--- src/rtl/oled_pkg.sv ---
// Shared constants and types for the 96x64 OLED sprite mover.
package oled_pkg;

  localparam int SCR_W = 96;
  localparam int SCR_H = 64;

  // RGB565 colours
  localparam logic [15:0] COL_BLACK  = 16'h0000;
  localparam logic [15:0] COL_GREEN  = 16'h07E0;
  localparam logic [15:0] COL_RED    = 16'hF800;
  localparam logic [15:0] COL_ORANGE = 16'hFBE0;

  // Sprite direction, one-hot
  typedef enum logic [4:0] {
    DIR_IDLE  = 5'b00001,
    DIR_UP    = 5'b00010,
    DIR_DOWN  = 5'b00100,
    DIR_LEFT  = 5'b01000,
    DIR_RIGHT = 5'b10000
  } dir_t;

endpackage

--- src/rtl/rect_overlap.sv ---
// Combinational overlap test of two rectangles with inclusive bounds.
// A point test is a rectangle whose x0==x1 and y0==y1.
module rect_overlap #(
  parameter int W = 8
) (
  input  logic [W-1:0] i_a_x0,
  input  logic [W-1:0] i_a_x1,
  input  logic [W-1:0] i_a_y0,
  input  logic [W-1:0] i_a_y1,
  input  logic [W-1:0] i_b_x0,
  input  logic [W-1:0] i_b_x1,
  input  logic [W-1:0] i_b_y0,
  input  logic [W-1:0] i_b_y1,
  output logic         o_hit
);

  assign o_hit = (i_a_x0 <= i_b_x1) && (i_b_x0 <= i_a_x1) &&
                 (i_a_y0 <= i_b_y1) && (i_b_y0 <= i_a_y1);

endmodule

--- src/rtl/sprite_mover_ctrl.sv ---
// Button-driven sprite mover with edge/obstacle blocking and a registered
// pixel renderer for the OLED pixel_index/pixel_data interface.
//
//   state     | meaning
//   DIR_IDLE  | sprite at rest
//   DIR_UP    | stepping towards row 0
//   DIR_DOWN  | stepping towards the bottom row
//   DIR_LEFT  | stepping towards column 0
//   DIR_RIGHT | stepping towards the right column
module sprite_mover_ctrl
  import oled_pkg::*;
#(
  parameter int          X_SIZE       = SCR_W,
  parameter int          Y_SIZE       = SCR_H,
  parameter int          SPR_SIZE     = 7,
  parameter int          START_X      = 4,
  parameter int          START_Y      = 4,
  parameter int          OBS_X0       = 35,
  parameter int          OBS_X1       = 60,
  parameter int          OBS_Y0       = 20,
  parameter int          OBS_Y1       = 45,
  parameter int          STEP_DIV     = 1,
  parameter int          WRAP         = 0,
  parameter logic [15:0] COL_SPRITE   = COL_GREEN,
  parameter logic [15:0] COL_OBS_IDLE = COL_RED,
  parameter logic [15:0] COL_OBS_MOVE = COL_ORANGE
) (
  input  logic        clksig,
  input  logic        rst_n,
  input  logic [4:0]  btn,
  input  logic [12:0] pixel_index,
  output logic [15:0] pixel_data,
  output logic [6:0]  sprite_x,
  output logic [5:0]  sprite_y,
  output logic        moving,
  output logic        blocked
);

  localparam logic [7:0]  X_MAX     = 8'(X_SIZE - SPR_SIZE);
  localparam logic [7:0]  Y_MAX     = 8'(Y_SIZE - SPR_SIZE);
  localparam logic [7:0]  SPR_EXT   = 8'(SPR_SIZE - 1);
  localparam int          CNT_W     = (STEP_DIV > 1) ? $clog2(STEP_DIV) : 1;
  localparam logic [CNT_W-1:0] CNT_LAST = CNT_W'(STEP_DIV - 1);
  localparam logic [12:0] PIX_TOTAL = 13'(X_SIZE * Y_SIZE);

  dir_t             r_dir, w_dir_nxt;
  logic [6:0]       r_x;
  logic [5:0]       r_y;
  logic [CNT_W-1:0] r_cnt;
  logic             r_blocked;
  logic [15:0]      r_pix;

  logic [7:0]  w_x8, w_y8, w_cx, w_cy;
  logic        w_tick, w_step, w_edge, w_obs_hit, w_legal, w_refuse, w_clr;
  logic [7:0]  w_px, w_py;
  logic        w_spr_pt, w_obs_pt;
  logic [15:0] w_pix_nxt;

  // All position arithmetic at 8 bits so pos+SPR_SIZE-1 and pos-1 cannot alias
  assign w_x8   = {1'b0, r_x};
  assign w_y8   = {2'b00, r_y};
  assign w_tick = (r_cnt == CNT_LAST);
  assign w_step = w_tick && (r_dir != DIR_IDLE);

  // Candidate position one pixel along the registered direction
  always_comb begin
    w_cx   = w_x8;
    w_cy   = w_y8;
    w_edge = 1'b0;
    case (r_dir)
      DIR_UP:
        if (w_y8 == 8'd0) begin w_edge = 1'b1; w_cy = Y_MAX; end
        else w_cy = w_y8 - 8'd1;
      DIR_DOWN:
        if (w_y8 >= Y_MAX) begin w_edge = 1'b1; w_cy = 8'd0; end
        else w_cy = w_y8 + 8'd1;
      DIR_LEFT:
        if (w_x8 == 8'd0) begin w_edge = 1'b1; w_cx = X_MAX; end
        else w_cx = w_x8 - 8'd1;
      DIR_RIGHT:
        if (w_x8 >= X_MAX) begin w_edge = 1'b1; w_cx = 8'd0; end
        else w_cx = w_x8 + 8'd1;
      default: ;
    endcase
  end

  rect_overlap #(.W(8)) u_obs_chk (
    .i_a_x0 (w_cx),
    .i_a_x1 (w_cx + SPR_EXT),
    .i_a_y0 (w_cy),
    .i_a_y1 (w_cy + SPR_EXT),
    .i_b_x0 (8'(OBS_X0)),
    .i_b_x1 (8'(OBS_X1)),
    .i_b_y0 (8'(OBS_Y0)),
    .i_b_y1 (8'(OBS_Y1)),
    .o_hit  (w_obs_hit)
  );

  // With wrap enabled an edge crossing is legal; the wrapped spot is still obstacle-checked
  assign w_legal  = (!w_edge || (WRAP != 0)) && !w_obs_hit;
  assign w_refuse = w_step && !w_legal;

  // Direction next-state: buttons win over a refused step, centre only when no direction pressed
  always_comb begin
    w_dir_nxt = r_dir;
    if (btn[1])        w_dir_nxt = DIR_UP;
    else if (btn[4])   w_dir_nxt = DIR_DOWN;
    else if (btn[2])   w_dir_nxt = DIR_LEFT;
    else if (btn[3])   w_dir_nxt = DIR_RIGHT;
    else if (btn[0])   w_dir_nxt = DIR_IDLE;
    else if (w_refuse) w_dir_nxt = DIR_IDLE;
  end

  // A button only restarts the step period when it actually changes direction
  assign w_clr = (|btn) && (w_dir_nxt != r_dir);

  // Direction state register
  always_ff @(posedge clksig or negedge rst_n) begin
    if (!rst_n) r_dir <= DIR_IDLE;
    else        r_dir <= w_dir_nxt;
  end

  // Step-rate counter
  always_ff @(posedge clksig or negedge rst_n) begin
    if (!rst_n)               r_cnt <= '0;
    else if (w_clr || w_tick) r_cnt <= '0;
    else                      r_cnt <= r_cnt + CNT_W'(1);
  end

  // Sprite position and refused-step pulse
  always_ff @(posedge clksig or negedge rst_n) begin
    if (!rst_n) begin
      r_x       <= 7'(START_X);
      r_y       <= 6'(START_Y);
      r_blocked <= 1'b0;
    end else begin
      r_blocked <= w_refuse;
      if (w_step && w_legal) begin
        r_x <= w_cx[6:0];
        r_y <= w_cy[5:0];
      end
    end
  end

  assign w_px = 8'(pixel_index % 13'(X_SIZE));
  assign w_py = 8'(pixel_index / 13'(X_SIZE));

  rect_overlap #(.W(8)) u_spr_pt (
    .i_a_x0 (w_px),
    .i_a_x1 (w_px),
    .i_a_y0 (w_py),
    .i_a_y1 (w_py),
    .i_b_x0 (w_x8),
    .i_b_x1 (w_x8 + SPR_EXT),
    .i_b_y0 (w_y8),
    .i_b_y1 (w_y8 + SPR_EXT),
    .o_hit  (w_spr_pt)
  );

  rect_overlap #(.W(8)) u_obs_pt (
    .i_a_x0 (w_px),
    .i_a_x1 (w_px),
    .i_a_y0 (w_py),
    .i_a_y1 (w_py),
    .i_b_x0 (8'(OBS_X0)),
    .i_b_x1 (8'(OBS_X1)),
    .i_b_y0 (8'(OBS_Y0)),
    .i_b_y1 (8'(OBS_Y1)),
    .o_hit  (w_obs_pt)
  );

  // Pixel colour: sprite over obstacle over background; off-panel indices are black
  always_comb begin
    w_pix_nxt = 16'h0000;
    if (pixel_index < PIX_TOTAL) begin
      if (w_spr_pt)      w_pix_nxt = COL_SPRITE;
      else if (w_obs_pt) w_pix_nxt = (r_dir != DIR_IDLE) ? COL_OBS_MOVE : COL_OBS_IDLE;
    end
  end

  // Registered pixel output
  always_ff @(posedge clksig or negedge rst_n) begin
    if (!rst_n) r_pix <= 16'h0000;
    else        r_pix <= w_pix_nxt;
  end

  assign pixel_data = r_pix;
  assign sprite_x   = r_x;
  assign sprite_y   = r_y;
  assign moving     = (r_dir != DIR_IDLE);
  assign blocked    = r_blocked;

endmodule

--- config.mk ---
export PLATFORM = sky130hd
export DESIGN_NAME = sprite_mover_ctrl
export DESIGN_NICKNAME = d
export VERILOG_FILES = /design/src/rtl/oled_pkg.sv /design/src/rtl/rect_overlap.sv /design/src/rtl/sprite_mover_ctrl.sv
export SDC_FILE = /design/constraint.sdc
export NUM_CORES = 1
export LEC_CHECK = 0
export ABC_CLOCK_PERIOD_IN_PS = 5200
export BUFFER_PORTS_ARGS = -buffer_cell sky130_fd_sc_hd__buf_2
export CORE_AREA = 2 2 97 80
export CTS_CLUSTER_SIZE = 20
export DETAILED_ROUTE_END_ITERATION = 16
export DIE_AREA = 0 0 99 82
export PLACE_DENSITY = 0.8
export REMOVE_ABC_BUFFERS = 1
export SYNTH_ARGS = -nofsm -noshare
export SYNTH_HDL_FRONTEND = slang
export SYNTH_SLANG_ARGS = --single-unit
--- constraint.sdc ---
create_clock -name clksig -period 5.2 [get_ports clksig]
set_input_delay 1.56 -clock clksig [delete_from_list [all_inputs] [get_ports clksig]]
set_output_delay 1.56 -clock clksig [all_outputs]
set_load 0.02 [all_outputs]
; ---- After elaboration in Yosys (flattened, before gate mapping)
; Index checks and enable logic that the tools add are counted.
[totals]
word_cells = 82
reg_bits = 36
[classes]
reduce_logical = 21
div_mod_pow = 2
order_cmp = 15
n_addsub = 9
eq_ne = 6
mux = 22
n_bitwise = 1
[ops]
columns = cell, n
row1 = 16-bit 2-to-1 mux, 3
row2 = 8-bit by 6-bit <= comparator with 1-bit output (second input constant), 4
row3 = 8-bit case mux with 2 select lines, 2
row4 = 5-bit 2-to-1 mux, 6
row5 = 8-bit 2-to-1 mux, 3
row6 = 8-bit by 3-bit adder with 8-bit output (second input constant), 2
row7 = 5-bit by 8-bit <= comparator with 1-bit output (first input constant), 2
row8 = 6-bit by 8-bit <= comparator with 1-bit output (first input constant), 2
row9 = 8-bit logical NOT, 2
row10 = 1-bit logical AND, 14
row11 = 13-bit by 7-bit divider with 13-bit output (second input constant), 1
row12 = 13-bit less-than comparator (second input constant), 1
row13 = 13-bit by 7-bit modulo with 13-bit output (second input constant), 1
row14 = 10-bit 2-to-1 mux, 1
row15 = 7-bit by 1-bit adder with 8-bit output (second input constant), 1
row16 = 7-bit by 3-bit adder with 8-bit output (second input constant), 1
row17 = 6-bit by 8-bit <= comparator with 1-bit output, 1
row18 = 7-bit by 8-bit <= comparator with 1-bit output, 1
row19 = 8-bit by 7-bit <= comparator with 1-bit output, 1
row20 = 8-bit <= comparator, 1
row21 = 7-bit by 1-bit subtractor with 8-bit output (second input constant), 1
row22 = 6-bit by 1-bit adder with 7-bit output (second input constant), 1
row23 = 6-bit by 3-bit adder with 7-bit output (second input constant), 1
row24 = 7-bit >= comparator (second input constant), 1
row25 = other kinds (16), 22

; ---- Longest topological paths before layout
[depth]
word_depth = 22
mapped_depth = 21

; ---- Cells and area by module
; From an unflattened synthesis, not the netlist that was laid out.
[unflattened]
hier_cells = 692
hier_area_um2 = 5301.3
[by_module_without_submodules]
columns = mod, cells_each, seq_area_each_um2, instances, area_each_um2
row1 = sprite_mover_ctrl, 365, 579.3, 1, 2839.0
row2 = rect_overlap, 109, 0.0, 3, 820.8

; ---- Worst setup path before layout
; No wires, ideal clock.
[synth_path]
path_kind = input-to-reg
start = input port pixel_index[12]
end = register r_pix[14], in the netlist pixel_data[14]
required_time_ns = 5.081
cell_stages = 21
setup_ns = 0.119
arrival_time_ns = 4.934
setup_slack_ns = 0.147
path_cell_list = clkbuf_1 > clkbuf_1 > mux2i_1 > a32oi_1 > nand3_1 > clkbuf_1 > inv_1 > a22oi_1 > o21ai_0 > or2_2 > inv_1 > ha_1 > nor2b_1 > o21a_1 > o21ai_0 > a21oi_1 > o31ai_1 > nand3_1 > o32ai_1 > o211ai_1 > and2_1
[synth_between]
elab_chain_len = 8
elab_cells_between_ends = 20
cone_classes = 2 x div / 9 x order compare / 3 x mux / 6 x reduce/logical
[synth_lines]
columns = item, line_no
row1 = from (decl), sprite_mover_ctrl.sv:31  ; input logic [12:0] pixel_index,
row2 = 13-bit by 7-bit modulo with 13-bit output, sprite_mover_ctrl.sv:145  ; assign w_px = 8'(pixel_index % 13'(X_SIZE));
row3 = 8-bit by 6-bit <= comparator with 1-bit output or 6-bit by 8-bit <= comparator with 1-bit output (tied branches), rect_overlap.sv:17  ; assign o_hit = (i_a_x0 <= i_b_x1) && (i_b_x0 <= i_a_x1) &&
row4 = 1-bit logical AND (2 in a row), rect_overlap.sv:17
row5 = 1-bit logical AND, rect_overlap.sv:18  ; (i_a_y0 <= i_b_y1) && (i_b_y0 <= i_a_y1);
row6 = 16-bit 2-to-1 mux, sprite_mover_ctrl.sv:177  ; else if (w_obs_pt) w_pix_nxt = (r_dir != DIR_IDLE) ? COL_OBS_MOVE : COL_OBS_IDLE;
row7 = 16-bit 2-to-1 mux, sprite_mover_ctrl.sv:176  ; if (w_spr_pt) w_pix_nxt = COL_SPRITE;
row8 = 16-bit 2-to-1 mux (*), sprite_mover_ctrl.sv:175  ; if (pixel_index < PIX_TOTAL) begin
row9 = to (signal assigned), sprite_mover_ctrl.sv:184  ; else r_pix <= w_pix_nxt;
row10 = to (decl), sprite_mover_ctrl.sv:51  ; logic [15:0] r_pix;
; Every way passes the cells marked *; elsewhere a longest branch is shown, timed or not.
; A chain may end at the register's enable or synchronous reset.

; ---- Worst setup path in the final report
[layout_path]
start = input port pixel_index[9]
end = register r_pix[14], in the netlist pixel_data[14]
; Same word-level chain as after synthesis.

==> results.md <==
### Yosys
• async set-reset flop share out of synthesis: 100.0%
• main combinational cell family by area after synthesis: compound AO/OA/AOI/OAI gates
• Synth area leaders: sky130_fd_sc_hd__dfrtp_1 (13%), sky130_fd_sc_hd__ha_1 (13%), sky130_fd_sc_hd__inv_1 (3.3%)
• synthesized-area fraction occupied by xor and xnor cells: 3.445%
• Warnings, synthesis: 0
• flip-flop and latch count after synthesis: 23
• Unique masters post-synth: 79
• synthesized instance count: 488
• fraction of the yosys area taken by sequential cells: 15.19%
• mux contribution to synthesized area: 4.167%
• Post-Synth Adder-Cell Area: 13.65%
• predominant post-synthesis flop cell: sky130_fd_sc_hd__dfrtp_1
• mean cell area of the mapped netlist: 7.815 um2
• number of flops mapped to enable cells by yosys: 0
• post-synthesis share of cell area spent on and, or, nand and nor gates: 23.85%
• total standard cell area after synthesis: 3814 um2
• dominant cell type by area after synthesis: sky130_fd_sc_hd__dfrtp_1
• post-synthesis compound-gate area fraction: 29.99%
• share of the synthesized area in the top cell type: 13.12%

### Floorplanning
• Placeable Area: 7182 um2
• starting density of the core: 53.10%
• Die Y-Extent: 82 um
• number of core rows: 28
• number of primary I/O pins: 51
• overall die width: 99 um
• floorplan die area: 8118 um2

### GRT
• number of antenna violations at the first check in global routing: 0
• number of global-route vias before repair: 3,376
• wire length of the first global-routing pass: 16,060 um
• maximum number of pins on one net before global-route repair: 24
• Congestion Overflow GR: 0
• aggregate global-route resource usage: 23.80%

### Routing
• wire length per cell: 16.48 um
• ratio of routed vias to standard cells: 6.339
• number of search-and-repair iterations in the first detailed-routing pass: 5
• WL met2: 4489 um
• Final ANT Viol Nets: 0
• total via count in the routed design: 3,759
• met3 layer wire length in the routed design: 551 um
• 1st-iter DRT viols: 295
• total wirelength of the detailed-routed design: 9775 um
• Top Metal Used: met4
• Met1 Wirelength: 4651 um
• DRC violations left: 0

### CTS
• total of cells resized after clock tree synthesis: 0
• Longest Clk Path Bufs: 2
• buffers inserted by post-CTS timing repair: 0
• TritonCTS clock tree: built
• clock root cell: sky130_fd_sc_hd__clkbuf_8
• sink count of the clock tree: 23
• insertion delay of the later-clocked pin in the worst-skew pair: 270 ps
• maximum level of the CTS H-tree: 1
• clock slew at reported path FFs: 80 ps
• cts hold-fix bufs: 0
• number of buffers inserted during clock tree synthesis: 3

### Final layout
• final core utilization: 55.94%
• total area of sequential cells: 579.3 um2
• share of final-layout standard cells stronger than drive strength 1: 15.90%
• Area growth, synth to finish: 5.348%
• number of fill cells: 701
• antenna fix cells: 0
• summed area of non-filler cells in the final layout: 4018 um2
• area of the multi-input gates: 2890 um2
• final-stage net count: 564

### STA
• pins over their slew limit: 0
• Setup TNS: 0 ps
• smallest hold slack: 644.8 ps
• Highest Clock Rate: 209.7 MHz
• Fin. Hold Viols: 0
• post-route clock period utilization: 91.72%
• clock tree skew after final layout: 7.290 ps
• Least-Margin Pin Slew: 601.2 ps
• minimum period implied by the final worst setup slack: 4770 ps
• relative max-transition margin: 58.89%
• number of failing setup endpoints in the final timing report: 0
• RSZ-0062 raised after global routing: no

### Setup path
• top fanout value on the critical path: 18
• CP endpoint kind: flop
• arrival time of the worst setup path: 4930 ps
• Worst setup SP type: primary input
• Setup CP Type: primary input to flop
• endpoint required time on the critical path: 5360 ps

### Hold path
• Hold Path Class: flop to flop

### Place
• instance area at placement: 3973 um2
• final weighted congestion in routability-driven placement: 0.9416
• buffers added on ports: 45
• placed wire-length estimate after detailed placement: 7690 um

### Run
• Max Cap Violations: 0

### Power and ir drop
• leakage power figure: 0.001841 uW
• worst-case vdd ir drop: 0.0002635 V
• power density over cell area: 417.7 nW/um2
• post-route total power: 1678 uW

### Status
• result of the run: finished clean

## cells in the mapped netlist, types with 7 or more instances
cell,count
sky130_fd_sc_hd__ha_1,40
sky130_fd_sc_hd__inv_1,34
sky130_fd_sc_hd__nand2_1,29
sky130_fd_sc_hd__nor2_1,28
sky130_fd_sc_hd__clkbuf_1,27
sky130_fd_sc_hd__dfrtp_1,20
sky130_fd_sc_hd__o21ai_0,20
sky130_fd_sc_hd__a21oi_1,18
sky130_fd_sc_hd__nand3_1,18
sky130_fd_sc_hd__o211ai_1,15
sky130_fd_sc_hd__buf_4,13
sky130_fd_sc_hd__and3_1,10
sky130_fd_sc_hd__nand2b_1,10
sky130_fd_sc_hd__nand4_1,10
sky130_fd_sc_hd__xnor2_1,9
sky130_fd_sc_hd__and2_1,8
sky130_fd_sc_hd__mux2i_1,8
sky130_fd_sc_hd__nor2b_1,8
sky130_fd_sc_hd__nor3_1,8
sky130_fd_sc_hd__a211oi_1,7
sky130_fd_sc_hd__a21o_1,7
sky130_fd_sc_hd__nor3b_1,7
## metal layers
metal | up-vias | GRT usage [%]
met5 | - | 0
met4 | 0 | 3.288
met3 | 10 | 2.553
met2 | 139 | 40.74
met1 | 1778 | 33.35
li1 | 1832 | -
## final cells by class
class                   instances  share of cell area [%]
clock buffers                   4                   1.121
flip-flops and latches         23                   14.42
inverters                      34                   3.177
well taps                      90                   2.803
repair buffers                 50                   6.540
multi-input cells             392                   71.94
## stage by stage
stage	worst slack (ps)	std cells
3_3_place_gp	312.2	589
2_1_floorplan	385.1	449
3_5_place_dp	165.6	589
5_1_grt	144.4	593
6_report	430.3	593
4_1_cts	448.9	593
## power by group
part	internal (uW)	switching [uW]	total, uW
clock	54.7	56.3	111
sequential	233	144	377
combinational	499	690	1190
total	787	891	1680
## flip-flops by register name (all words and copies together) (netlist names)
| signal | cells |
|---|---|
| sprite_x | 7 |
| blocked | 1 |
| sprite_y | 6 |
| r_dir | 5 |
| pixel_data | 3 |
| r_cnt | 1 |
## worst paths after layout
kind / depth (start not counted) / slack [ps] / startpoint / end
worst min register to register: 2 / 640 / r_cnt$_DFF_PN0_ / blocked$_DFF_PN0_
max in group asynchronous: 1 / 3570 / rst_n / sprite_x[2]$_DFFE_PN1P_
worst min-delay path: 2 / 640 / r_cnt$_DFF_PN0_ / blocked$_DFF_PN0_
worst max register to register: 14 / 540 / sprite_x[2]$_DFFE_PN1P_ / sprite_x[5]$_DFFE_PN0P_
min in group asynchronous: 1 / 1250 / rst_n / blocked$_DFF_PN0_
worst max-delay path: 18 / 430 / pixel_index[9] / pixel_data[14]$_DFF_PN0_
## cells in the final DEF, fill, tap and decap left out, types with 6 or more instances in the layout
cell,n
sky130_fd_sc_hd__inv_1,34
sky130_fd_sc_hd__buf_2,45
sky130_fd_sc_hd__mux2_1,6
sky130_fd_sc_hd__o211ai_1,15
sky130_fd_sc_hd__a21o_1,7
sky130_fd_sc_hd__nand3_1,18
sky130_fd_sc_hd__nor2b_1,8
sky130_fd_sc_hd__mux2i_1,8
sky130_fd_sc_hd__o21ai_0,20
sky130_fd_sc_hd__nor3_1,8
sky130_fd_sc_hd__nor3b_1,7
sky130_fd_sc_hd__a21oi_1,18
sky130_fd_sc_hd__xnor2_1,9
sky130_fd_sc_hd__nor2_1,28
sky130_fd_sc_hd__and2_1,8
sky130_fd_sc_hd__conb_1,7
sky130_fd_sc_hd__nand4_1,10
sky130_fd_sc_hd__nand2b_1,10
sky130_fd_sc_hd__dfrtp_1,20
sky130_fd_sc_hd__o31ai_1,6
sky130_fd_sc_hd__xor2_1,6
sky130_fd_sc_hd__a211oi_1,7
sky130_fd_sc_hd__and3_1,10
sky130_fd_sc_hd__nand2_1,29
sky130_fd_sc_hd__o21a_1,6
sky130_fd_sc_hd__ha_1,40
## cell families after synthesis
logic type,after synthesis
simple gates,163
compound gates,150
buf+inv,79
fa+ha+maj,42
flops,23
xor+xnor,15
mux,15
other cells,1
## critical path, stage by stage
cell                       delay [ps]
sky130_fd_sc_hd__buf_2            250
sky130_fd_sc_hd__and3b_1          240
sky130_fd_sc_hd__a311oi_1         210
sky130_fd_sc_hd__o311a_1          200
sky130_fd_sc_hd__nand3_1          100
sky130_fd_sc_hd__buf_4            200
sky130_fd_sc_hd__a211oi_1         260
sky130_fd_sc_hd__a21oi_1          100
sky130_fd_sc_hd__ha_1             310
sky130_fd_sc_hd__nor2b_1          140
sky130_fd_sc_hd__o21a_1           160
sky130_fd_sc_hd__o21ai_0          150
sky130_fd_sc_hd__a21oi_1           90
sky130_fd_sc_hd__o31ai_1          250
sky130_fd_sc_hd__nand3_1          130
sky130_fd_sc_hd__o32ai_1          240
sky130_fd_sc_hd__o211ai_1         170
sky130_fd_sc_hd__and2_1           170
No activity file was read; power rests on OpenSTA's default activity.
